## src/rtl/forward_stall_unit.sv

```systemverilog
// Operand forwarding and pipeline hazard detection for a five-stage pipeline.
// It also tracks one multicycle unit whose result is written MUL_LAT cycles after issue.
module forward_stall_unit #(
  parameter int ADDR_W  = 5,
  parameter int N_SRC   = 3,
  parameter int MUL_LAT = 4
) (
  input  logic                    clk,
  input  logic                    rst,
  input  logic                    regfile_en_MEM,
  input  logic                    regfile_en_WB,
  input  logic [ADDR_W-1:0]       write_addr_MEM,
  input  logic [ADDR_W-1:0]       write_addr_WB,
  input  logic [ADDR_W-1:0]       write_addr_EX,
  input  logic [N_SRC*ADDR_W-1:0] src_addr_EX,
  input  logic [N_SRC*ADDR_W-1:0] src_addr_ID,
  input  logic                    mem_read_EX,
  input  logic                    mul_issue_EX,
  input  logic [ADDR_W-1:0]       mul_dest,
  input  logic                    mul_req_ID,
  output logic [2*N_SRC-1:0]      forward,
  output logic                    stall_IF_ID,
  output logic                    flush_EX,
  output logic                    mul_busy,
  output logic                    mul_wb,
  output logic                    protocol_err
);

  typedef enum logic {IDLE, BUSY} state_t;

  localparam logic [3:0] LAT = 4'(MUL_LAT);

  state_t            state;
  logic [3:0]        cnt, cnt_next;
  logic [ADDR_W-1:0] pend_dest, pend_next;
  logic              err_next;
  logic [N_SRC-1:0]  lu_hit, pend_hit;
  logic              load_use, raw_pend, struct_haz;

  for (genvar i = 0; i < N_SRC; i++) begin : g_ch
    logic [ADDR_W-1:0] s_ex, s_id;
    assign s_ex = src_addr_EX[i*ADDR_W +: ADDR_W];
    assign s_id = src_addr_ID[i*ADDR_W +: ADDR_W];

    // MEM holds the younger result, so it wins over WB; r0 is hardwired zero.
    assign forward[2*i +: 2] =
      (regfile_en_MEM && write_addr_MEM == s_ex && s_ex != '0) ? 2'b10 :
      (regfile_en_WB  && write_addr_WB  == s_ex && s_ex != '0) ? 2'b01 : 2'b00;

    assign lu_hit[i]   = (s_id == write_addr_EX);
    assign pend_hit[i] = (s_id == pend_dest);
  end

  assign load_use = mem_read_EX && (write_addr_EX != '0) && (|lu_hit);

  // At cnt==1 the result is written this cycle and the register file is
  // write-before-read, so neither hazard needs to hold ID any longer.
  assign raw_pend   = (state == BUSY) && (cnt > 4'd1) && (pend_dest != '0) && (|pend_hit);
  assign struct_haz = mul_req_ID && (state == BUSY) && (cnt > 4'd1);

  assign stall_IF_ID = load_use || raw_pend || struct_haz;
  assign flush_EX    = stall_IF_ID;

  assign mul_busy = (state == BUSY);
  assign mul_wb   = (cnt == 4'd1);

  // NOTE: every always_comb output gets a default first so no path can infer a latch.
  always_comb begin
    cnt_next  = cnt;
    pend_next = pend_dest;
    err_next  = protocol_err;
    state     = (cnt == 4'd0) ? IDLE : BUSY;
    case (state)
      IDLE: begin
        if (mul_issue_EX) begin
          cnt_next  = LAT;
          pend_next = mul_dest;
        end
      end
      BUSY: begin
        cnt_next = cnt - 4'd1;
        // A second issue while busy is dropped and flagged until reset.
        if (mul_issue_EX) err_next = 1'b1;
      end
      default: cnt_next = 4'd0;
    endcase
  end

  // NOTE: sequential state uses non-blocking assignments so all registers update together.
  always_ff @(posedge clk) begin
    if (rst) begin
      cnt          <= 4'd0;
      pend_dest    <= '0;
      protocol_err <= 1'b0;
    end else begin
      cnt          <= cnt_next;
      pend_dest    <= pend_next;
      protocol_err <= err_next;
    end
  end

endmodule
```

## config.mk

```make
export PLATFORM = sky130hd
export DESIGN_NAME = forward_stall_unit
export DESIGN_NICKNAME = d
export VERILOG_FILES = /design/src/rtl/forward_stall_unit.sv
export SDC_FILE = /design/constraint.sdc
export NUM_CORES = 1
export LEC_CHECK = 0
export BUFFER_PORTS_ARGS = -buffer_cell sky130_fd_sc_hd__buf_2
export CORE_MARGIN = 5
export CORE_UTILIZATION = 44
export DETAILED_ROUTE_END_ITERATION = 10
export PLACE_DENSITY = 0.78
export SLEW_MARGIN = 20
export SYNTH_ARGS = -nofsm -noshare
export SYNTH_HDL_FRONTEND = slang
export SYNTH_SLANG_ARGS = --single-unit
```

## constraint.sdc

```tcl
create_clock -name clk -period 2 [get_ports clk]
set_input_delay 0.3 -clock clk [delete_from_list [all_inputs] [get_ports clk]]
set_output_delay 0.3 -clock clk [all_outputs]
set_load 0.03 [all_outputs]
```

==> qor.csv, run 1 <==
stage;metric;value;unit
routing;firstDrtPassIters;4;
logic_synthesis;yosysUniqueCellTypes;24;
setup_path;crit_type;flip-flop to output port;
setup_path;crit_arrival;1.67;ns
clock_tree;numCtsBuffers;3;
job;max_cap_viol_count;0;
clock_tree;cts.clk_slew.worst_paths;0.06;ns
timing;fin_tns_setup;0;ns
final_layout;mostFrequentLayoutCells;64 x buf_2, 42 x xnor2_1, 15 x xor2_1;
final_layout;final.fill_count;242;
routing;drc;0;
global_routing;grtUsageMet2;29.9;%
power;switching_share;38.9;%
logic_synthesis;seq_area_frac_synth;16.6;%
setup_path;ff2ff_path_depth;4;
place;dp_hpwl;2850;um
setup_path;critPathMaxFanout;3;
power;combinationalPowerShare;52.3;%
power;powerDensity;469;nW/um2
global_routing;met3_usage;7.21;%
timing;rsz0062_at_grt;yes;
power;irDropWorstVdd;0.634;mV
final_layout;drive_gt1_share;47.8;%
clock_tree;cts_tree;done;
global_routing;antenna_found_initial;0;
clock_tree;cts-root-buf;clkbuf_4;
min_path;holdCritPathClass;input pin to flip-flop;
logic_synthesis;syn_area_per_cell;8.59;um2
setup_path;critPathRequiredTime;1.70;ns
routing;viasPerCell;5.28;
timing;max_clock_freq;507;MHz
global_routing;track_usage;16.3;%
routing;wl;3340;um
routing;antenna_left;0;
global_routing;grt_overflow;0;
die;row_count;19;
place;place.gp.congestion;0.892;
final_layout;layout_commonest_cell;buf_2;
clock_tree;cts_setup_buffers;0;
die;die_x;62.3;um
min_path;min_delay_path_depth;3;
global_routing;grt_use_met1;17.0;%
power;total_power;806;uW
timing;min_period_over_period;98.5;%
timing;setup_viol;0;
timing;hold_viol_final;0;
logic_synthesis;synth-compound-area-share;2.39;%
logic_synthesis;yosys_warnings;0;
logic_synthesis;netlist_instances;140;
setup_path;cp-end-kind;output port;
logic_synthesis;synth_top_family_by_area;XOR/XNOR gates;
timing;timing.slew.headroom;71.3;%
clock_tree;cts_sinks;10;
timing;min_period;1.97;ns
power;p_seq_share;31.5;%
global_routing;grt_pass1_wl;5470;um
place;dpl_cell_area;1610;um2
clock_tree;clk_latency;0.26;ns
final_layout;final_core_util;64.0;%
final_layout;syn_to_final_growth;43.0;%
logic_synthesis;syn_area;1200;um2
power;power.internal;492;uW
logic_synthesis;yosys-mux-area-fraction;4.16;%
die;ios;68;
logic_synthesis;synth-xor-area-share;44.4;%
power;p_sw;314;uW
die;core_area;2690;um2
routing;num_vias;1266;
timing;drv_slew;0;
global_routing;grt_max_degree;11;
final_layout;design_area;1720;um2
logic_synthesis;synthAdderAreaFrac;0;%
place;io_buffers;67;
logic_synthesis;synth_seq_cells;10;
setup_path;worst_setup_path_start_kind;flip-flop;
timing;clock_skew;0.00522;ns
timing;max_slew.worst_pin.slew;0.429;ns
die;start_util;44.8;%
clock_tree;clock_path_buffers;2;
die;dieHeight;62.3;um
logic_synthesis;synth_nets;197;
final_layout;fin_nets;268;
global_routing;grt-busiest-layer;met2;
clock_tree;htreeDepth;1;
power;clkPwrFrac;16.2;%
logic_synthesis;synthSimpleGateAreaFrac;30.8;%
power;p_leak;0.714;nW
status;run_status;finished, final reports clean;
routing;wl_per_cell;13.9;um
global_routing;grt_pass1_vias;1231;
routing;initialDrtViolationCount;53;
die;die_area;3880;um2
final_layout;antenna_cells;0;
[metrics by stage]
step / hold WS, ns / cells / worst slack (ns)
floorplan: 0.441 / 140 / 0.0121
global placement: 0.443 / 237 / 0.0694
detailed placement: 0.484 / 237 / 0.0509
CTS: 0.268 / 240 / 0.00443
global route: 0.276 / 240 / -0.0653
finish: 0.275 / 240 / 0.0294
[area by class of cell]
| cell class | count | area [um2] | area share, % |
|---|---|---|---|
| Tap cell | 31 | 38.8 | 2.26 |
| Clock buffer | 3 | 22.5 | 1.31 |
| Multi-Input combinational cell | 126 | 1070 | 62.2 |
| Timing Repair Buffer | 70 | 373 | 21.7 |
| Sequential cell | 10 | 216 | 12.6 |
[what timing repair did]
action,in CTS,in global routing
hold buffers,0,0
setup endpoints to repair,2,3
pin swaps,0,7
gates resized for setup,7,16
cloned,0,0
[registers in the layout (all words and copies together) (netlist names)]
name	cells
cnt	4
protocol_err	1
pend_dest	5
[final timing paths]
kind                              from  slack (ns)                   endpoint
max          pend_dest[2]$_SDFFE_PP0P_        0.03                stall_IF_ID
min                        mul_dest[4]        0.27  pend_dest[4]$_SDFFE_PP0P_
max reg2reg        cnt[1]$_SDFFE_PP0P_        0.50  pend_dest[2]$_SDFFE_PP0P_
min reg2reg  protocol_err$_SDFFE_PP0P_        0.49  protocol_err$_SDFFE_PP0P_
[synth_stat cells]
library cell / n / share of area, %
xor2_1: 17 / 12
and2_1: 1 / 0.52
nor2_1: 7 / 2.2
mux2i_1: 5 / 4.2
nand3b_1: 1 / 0.62
nor4_1: 1 / 0.52
clkbuf_1: 3 / 0.94
nor3_1: 11 / 4.6
o21ai_0: 2 / 0.83
nand4_1: 6 / 3.1
nand2_1: 4 / 1.2
o32ai_1: 1 / 0.73
xnor2_1: 44 / 32
buf_4: 1 / 0.62
or4_4: 3 / 2.8
nor3b_1: 1 / 0.62
nor4_2: 5 / 5.2
nor2_4: 3 / 2.8
dfxtp_1: 10 / 17
nor3_2: 2 / 1.7
nand3_1: 6 / 2.5
nand2b_1: 1 / 0.52
or4_1: 3 / 1.9
a21oi_1: 2 / 0.83
[routing by layer]
metal | up-vias | routed length [um]
met2 | 66 | 1620
met1 | 571 | 1310
met4 | 0 | 36
met5 | - | 0
li1 | 623 | -
met3 | 6 | 373
[cells by family (layout without fill, tap and decap cells)]
kind of cell           after synthesis  after routing
XOR/XNOR                            61             61
flip-flops                          10             10
multiplexers                         5              5
buffers and inverters                4             73
AND/OR/NAND/NOR                     55             55
AO/OA/AOI/OAI                        5              5
[worst max-delay path, stage by stage, from the launching register on]
cell	delay (ns)
dfxtp_4	0.36
buf_6	0.12
xor2_2	0.14
nor3_2	0.20
nor4_2	0.07
o32ai_2	0.30
buf_4	0.22
[power groups by stage]
stage               Sequential [mW]  Combinational [mW]  Clock (mW)
CTS                           0.253               0.406       0.135
detailed placement            0.255               0.399           0
floorplan                     0.249               0.258           0
global placement              0.255               0.394           0
finish                        0.254               0.422       0.130
global route                  0.258               0.455       0.146
Note: power is estimated with default switching activity, not from simulation.
==> run 2, diff against run 1 <==
Settings changed: BUFFER_PORTS_ARGS -buffer_cell sky130_fd_sc_hd__buf_2 to -buffer_cell sky130_fd_sc_hd__clkbuf_2.
==> run 2 against run 1 <==
Effect of this change:
- hold slack got worse by 0.0040 ns
- sequential share of layout area fell by 0.19 points
- sequential power hardly changed
- sequential cell count is the same
- core utilization up 0.23 points
- clock power is essentially flat
- design area rose by 0.36%
- critical path type unchanged
- largest cell class unchanged
- largest power group unchanged
==> qor.csv, run 2 (same netlist as run 1, synthesis figures left out) <==
stage;metric;value;unit;change
clock_tree;cts_sinks;10;;unchanged
final_layout;mostFrequentLayoutCells;64 x clkbuf_2, 41 x xnor2_1, 17 x xor2_1;;was 64 x buf_2, 42 x xnor2_1, 15 x xor2_1
timing;min_period;1.99;ns;was 1.97 ns
setup_path;crit_arrival;1.69;ns;was 1.67 ns
global_routing;grt-busiest-layer;met2;;unchanged
final_layout;drive_gt1_share;47.6;%;was 47.8%
power;p_leak;0.732;nW;was 0.714 nW
routing;wl_per_cell;14.5;um;was 13.9 um
power;powerDensity;471;nW/um2;was 469 nW/um2
job;max_cap_viol_count;0;;unchanged
final_layout;antenna_cells;0;;unchanged
die;dieHeight;62.3;um;unchanged
clock_tree;cts-root-buf;clkbuf_4;;unchanged
global_routing;met3_usage;5.95;%;was 7.21%
final_layout;layout_commonest_cell;clkbuf_2;;was buf_2
final_layout;regMostFlops;pend_dest;;unchanged
routing;initialDrtViolationCount;44;;was 53
setup_path;cp-end-kind;output port;;unchanged
timing;drv_slew;0;;unchanged
status;run_status;finished, final reports clean;;unchanged
global_routing;track_usage;17.5;%;was 16.3%
routing;viasPerCell;5.27;;was 5.28
final_layout;fin_nets;269;;was 268
timing;min_period_over_period;99.5;%;was 98.5%
min_path;holdCritPathClass;input pin to flip-flop;;unchanged
setup_path;critPathRequiredTime;1.70;ns;about the same
place;place.gp.congestion;0.868;;was 0.892
place;io_buffers;67;;unchanged
routing;num_vias;1269;;was 1266
final_layout;largest_registers;pend_dest (5), cnt (4), protocol_err (1);;unchanged
routing;antenna_left;0;;unchanged
die;die_area;3880;um2;unchanged
timing;setup_viol;0;;unchanged
final_layout;syn_to_final_growth;43.5;%;was 43.0%
global_routing;grt_pass1_vias;1346;;was 1231
timing;clock_skew;0.000347;ns;was 0.00522 ns
setup_path;worst_setup_path_start_kind;flip-flop;;unchanged
routing;wl;3490;um;was 3340 um
clock_tree;cts.clk_slew.worst_paths;0.06;ns;about the same
setup_path;crit_type;flip-flop to output port;;unchanged
global_routing;grt_pass1_wl;5730;um;was 5470 um
clock_tree;cts-hold-fix-buffers;0;;unchanged
die;ios;68;;unchanged
clock_tree;clock_path_buffers;2;;unchanged
global_routing;grt_overflow;0;;unchanged
die;die_x;62.3;um;unchanged
routing;drc;0;;unchanged
timing;hold_viol_final;0;;unchanged
die;start_util;44.8;%;unchanged
clock_tree;numCtsBuffers;3;;unchanged
clock_tree;htreeDepth;1;;unchanged
die;core_area;2690;um2;unchanged
timing;max_slew.worst_pin.slew;0.424;ns;was 0.429 ns
place;dp_hpwl;2950;um;was 2850 um
routing;firstDrtPassIters;4;;unchanged
global_routing;antenna_found_initial;0;;unchanged
global_routing;grtUsageMet2;32.8;%;was 29.9%
timing;rsz0062_at_grt;yes;;unchanged
setup_path;critPathMaxFanout;5;;was 3
final_layout;multi_input_area;1060;um2;was 1070 um2
global_routing;grt_max_degree;11;;unchanged
global_routing;grt_use_met1;18.1;%;was 17.0%
clock_tree;clk_latency;0.26;ns;about the same
final_layout;regArea;214;um2;was 216 um2
clock_tree;cts_tree;done;;unchanged
timing;max_clock_freq;502;MHz;was 507 MHz
timing;fin_tns_setup;0;ns;unchanged
timing;timing.slew.headroom;71.5;%;was 71.3%
final_layout;largest_reg_flops;5;;unchanged
final_layout;final.fill_count;229;;was 242
power;irDropWorstVdd;0.487;mV;was 0.634 mV
final_layout;final_core_util;64.2;%;was 64.0%
die;row_count;19;;unchanged
==> run 2: cell count changes in the layout (fill, tap and decap cells not counted), moves of 2 or more <==
| cell | change |
|---|---|
| clkbuf_8 | +2 |
| xor2_2 | -2 |
| xor2_1 | +2 |
| buf_2 | -64 |
| clkbuf_2 | +64 |
==> run 2: critical path, stage by stage (launching register included) <==
cell	delay, ns
dfxtp_4	0.38
xnor2_2	0.18
nand3_1	0.12
nor3_2	0.15
nor4_2	0.07
o32ai_2	0.30
clkbuf_8	0.23
==> run 2: what timing repair did <==
action                     in CTS  in global routing
setup endpoints to repair       3                  3
setup buffers                   0                  1
pin swaps                       5                  2
resized for setup              19                  3
==> run 2: worst paths after layout <==
path / from / endpoint / slack, ns / cells after the start
setup / recovery: pend_dest[0]$_SDFFE_PP0P_ / flush_EX / 0.009 / 6
hold / removal: mul_dest[0] / pend_dest[0]$_SDFFE_PP0P_ / 0.27 / 3
setup reg to reg: cnt[1]$_SDFFE_PP0P_ / pend_dest[1]$_SDFFE_PP0P_ / 0.50 / 4
hold reg to reg: protocol_err$_SDFFE_PP0P_ / protocol_err$_SDFFE_PP0P_ / 0.51 / 2
==> run 2: through the flow <==
stage / total power [mW] / setup slack [ns] / hold WS (ns) / instance area (um2) / std cells
2_1_floorplan: 0.507 / 0.0121 / 0.441 / 1240 / 140
3_3_place_gp: 0.648 / 0.0623 / 0.446 / 1620 / 238
3_5_place_dp: 0.655 / -0.00491 / 0.509 / 1620 / 238
4_1_cts: 0.809 / -0.0182 / 0.264 / 1700 / 240
5_1_grt: 0.867 / -0.0520 / 0.275 / 1730 / 241
6_report: 0.812 / 0.00903 / 0.271 / 1730 / 241
==> run 2: final cells by class <==
type	count	area share [%]
multi-input cells	126	61.5
repair buffers	71	22.6
flip-flops and latches	10	12.4
well taps	31	2.25
clock buffers	3	1.31
==> run 2: power by group <==
group / total [mW] / internal (mW) / switching [mW]
clock: 0.132 / 0.0692 / 0.0626
sequential: 0.257 / 0.222 / 0.0345
combinational: 0.424 / 0.203 / 0.220
total: 0.812 / 0.495 / 0.317
==> run 2: routing by layer <==
layer  up-vias  wire length, um
li1        628                -
met1       569             1350
met2        66             1750
met3         6              342
met4         0               46
met5         -                0
==> run 3, diff against run 2 <==
Settings changed: CORE_MARGIN 5 to 2, RECOVER_POWER set to 100.
==> run 3 against run 2 <==
Effect of this change:
- sequential power is essentially flat
- combinational power fell by 3%
- clock power rose by 29%
- wire length decreased by 5.1%
- critical path depth did not move
- sequential cell count is the same
- cell count down 1.2%
- critical path type is now input pin to output port
- largest power group unchanged
==> qor.csv, run 3 (same netlist as run 1, synthesis figures left out) <==
stage;metric;value;unit;change
timing;min_period;1.95;ns;was 1.99 ns
power;p_leak;0.722;nW;was 0.732 nW
setup_path;rr_endpoint;pend_dest[2]$_SDFFE_PP0P_;;was pend_dest[1]$_SDFFE_PP0P_
final_layout;mostFrequentLayoutCells;62 x clkbuf_2, 39 x xnor2_1, 17 x xor2_1;;was 64 x clkbuf_2, 41 x xnor2_1, 17 x xor2_1
setup_path;crit_family;simple AND/OR/NAND/NOR gates;;was flip-flops
min_path;hold_start;mul_dest[1];;was mul_dest[0]
setup_path;crit_type;input pin to output port;;was flip-flop to output port
setup_path;crit_top_cell;clkbuf_2;;
clock_tree;clk_latency;0.25;ns;was 0.26 ns
final_layout;regMostFlops;pend_dest;;unchanged
die;die_x;56.3;um;was 62.3 um
clock_tree;cts_tree;done;;unchanged
setup_path;r2r-start;cnt[1]$_SDFFE_PP0P_;;unchanged
die;dieHeight;56.3;um;was 62.3 um
global_routing;grt_pass1_wl;5310;um;was 5730 um
timing;fin_tns_setup;0;ns;unchanged
power;irDropWorstVdd;0.729;mV;was 0.487 mV
power;p_sw;316;uW;was 317 uW
clock_tree;cts_setup_buffers;0;;unchanged
power;combinationalPowerShare;49.1;%;was 52.2%
status;run_status;finished, final reports clean;;unchanged
final_layout;layout_commonest_cell;clkbuf_2;;unchanged
min_path;min_delay_path_depth;3;;unchanged
setup_path;critPathMaxFanout;3;;was 5
global_routing;antenna_found_initial;0;;unchanged
place;dp.cells;234;;was 238
timing;max_slew.worst_pin.slew;0.682;ns;was 0.424 ns
timing;drv_slew;0;;unchanged
routing;num_vias;1264;;was 1269
global_routing;track_usage;20.1;%;was 17.5%
setup_path;crit_buf_inv;2;;was 1
die;core_area;2520;um2;was 2690 um2
final_layout;fin_nets;266;;was 269
final_layout;syn_to_final_growth;41.8;%;was 43.5%
setup_path;crit_arrival;1.65;ns;was 1.69 ns
routing;wl_per_cell;13.9;um;was 14.5 um
timing;setup_viol;0;;unchanged
final_layout;multi_input_area;1070;um2;was 1060 um2
clock_tree;cts_sinks;10;;unchanged
routing;antenna_left;0;;unchanged
routing;wl;3310;um;was 3490 um
timing;hold_viol_final;0;;unchanged
timing;max_clock_freq;513;MHz;was 502 MHz
clock_tree;htreeDepth;1;;unchanged
setup_path;ff2ff_path_depth;4;;unchanged
final_layout;final.fill_count;202;;was 229
final_layout;antenna_cells;0;;unchanged
routing;initialDrtViolationCount;20;;was 44
timing;min_period_over_period;97.5;%;was 99.5%
power;powerDensity;494;nW/um2;was 471 nW/um2
clock_tree;clock_path_buffers;2;;unchanged
power;switching_share;37.5;%;was 39.1%
setup_path;startpoint;src_addr_EX[6];;was pend_dest[0]$_SDFFE_PP0P_
final_layout;regArea;214;um2;unchanged
clock_tree;cts.clk_slew.worst_paths;0.06;ns;about the same
final_layout;drive_gt1_share;46.6;%;was 47.6%
power;p_seq_share;30.7;%;was 31.6%
final_layout;largest_registers;pend_dest (5), cnt (4), protocol_err (1);;unchanged
final_layout;fin_cells;238;;was 241
routing;viasPerCell;5.31;;was 5.27
power;power.internal;526;uW;was 495 uW
final_layout;largest_reg_flops;5;;unchanged
clock_tree;cts-root-buf;clkbuf_4;;unchanged
setup_path;cp-end-kind;output port;;unchanged
timing;timing.slew.headroom;54.2;%;was 71.5%
die;ios;68;;unchanged
routing;firstDrtPassIters;4;;unchanged
timing;clock_skew;0.00113;ns;was 0.000347 ns
min_path;whs_endpoint;pend_dest[1]$_SDFFE_PP0P_;;was pend_dest[0]$_SDFFE_PP0P_
place;place.gp.congestion;0.915;;was 0.868
setup_path;cpPeakStageDelay;0.55;ns;was 0.38 ns
global_routing;grt_max_degree;11;;unchanged
clock_tree;numCtsBuffers;3;;unchanged
min_path;holdCritPathClass;input pin to flip-flop;;unchanged
setup_path;critPathSlowestCell;or4_4;;was dfxtp_4
global_routing;grt_pass1_vias;1302;;was 1346
die;row_count;18;;was 19
die;start_util;47.7;%;was 44.8%
die;die_area;3170;um2;was 3880 um2
job;max_cap_viol_count;0;;unchanged
place;io_buffers;67;;unchanged
place;dp_hpwl;2870;um;was 2950 um
setup_path;worst_setup_path_start_kind;input pin;;was flip-flop
setup_path;cp.depth;6;;unchanged
power;clkPwrFrac;20.2;%;was 16.2%
routing;drc;0;;unchanged
setup_path;r2r_slack;0.27;ns;was 0.50 ns
setup_path;crit_chain;clkbuf_2 -> or4_4 -> nor2_4 -> nor3_2 -> nor4_4 -> clkbuf_2;;was xnor2_2 -> nand3_1 -> nor3_2 -> nor4_2 -> o32ai_2 -> clkbuf_8
global_routing;grt_overflow;0;;unchanged
setup_path;critPathRequiredTime;1.70;ns;about the same
-- run 3: worst max-delay path by stage --
stage                              to
after global routing         flush_EX
after detailed placement   forward[4]
after global placement     forward[4]
after floorplan           stall_IF_ID
after CTS                    flush_EX
final                      forward[2]
-- run 3: per-layer routing --
layer	up-vias	wire (um)	track usage, %
li1	628	-	-
met4	0	65	3.40
met5	-	0	0
met3	6	234	3.23
met2	64	1740	39.5
met1	566	1270	22.7
-- run 3: final cells by class --
type                            instances  share of cell area [%]
Sequential cell                        10                    12.5
Timing Repair Buffer                   68                    20.4
Tap cell                               30                    2.20
Clock buffer                            4                    2.13
Multi-Input combinational cell        126                    62.7
-- run 3: worst reg2reg max path: cells and delay by family, from the launching register on --
family,cells,cell delay [ns]
simple gates,3,1.02
flops,1,0.35
mux,1,0.24
-- run 3: per-stage QoR --
step           hold WS [ns]  setup slack [ns]  total power [mW]  instance area (um2)  util [%]
6_report              0.284            0.0508             0.842                 1710      67.6
5_1_grt               0.299           -0.0353             0.897                 1710      67.6
4_1_cts               0.283          0.000441             0.828                 1640      65.1
3_5_place_dp          0.475            0.0384             0.651                 1600      63.3
3_3_place_gp          0.448            0.0706             0.633                 1600      63.3
2_1_floorplan         0.441            0.0121             0.507                 1240         -
-- run 3: power groups by stage --
| stage | clock (mW) | sequential (mW) | combinational, mW |
|---|---|---|---|
| 4_1_cts | 0.176 | 0.254 | 0.399 |
| 3_5_place_dp | 0 | 0.257 | 0.394 |
| 2_1_floorplan | 0 | 0.249 | 0.258 |
| 3_3_place_gp | 0 | 0.254 | 0.378 |
| 6_report | 0.170 | 0.258 | 0.413 |
| 5_1_grt | 0.188 | 0.262 | 0.447 |
-- run 3: timing repair --
item / CTS / global route
endpoints found under the setup margin: 2 / 3
gates resized for setup: 4 / 20
pin swaps: 0 / 6
hold buffers: 0 / 0
gates cloned: 0 / 0
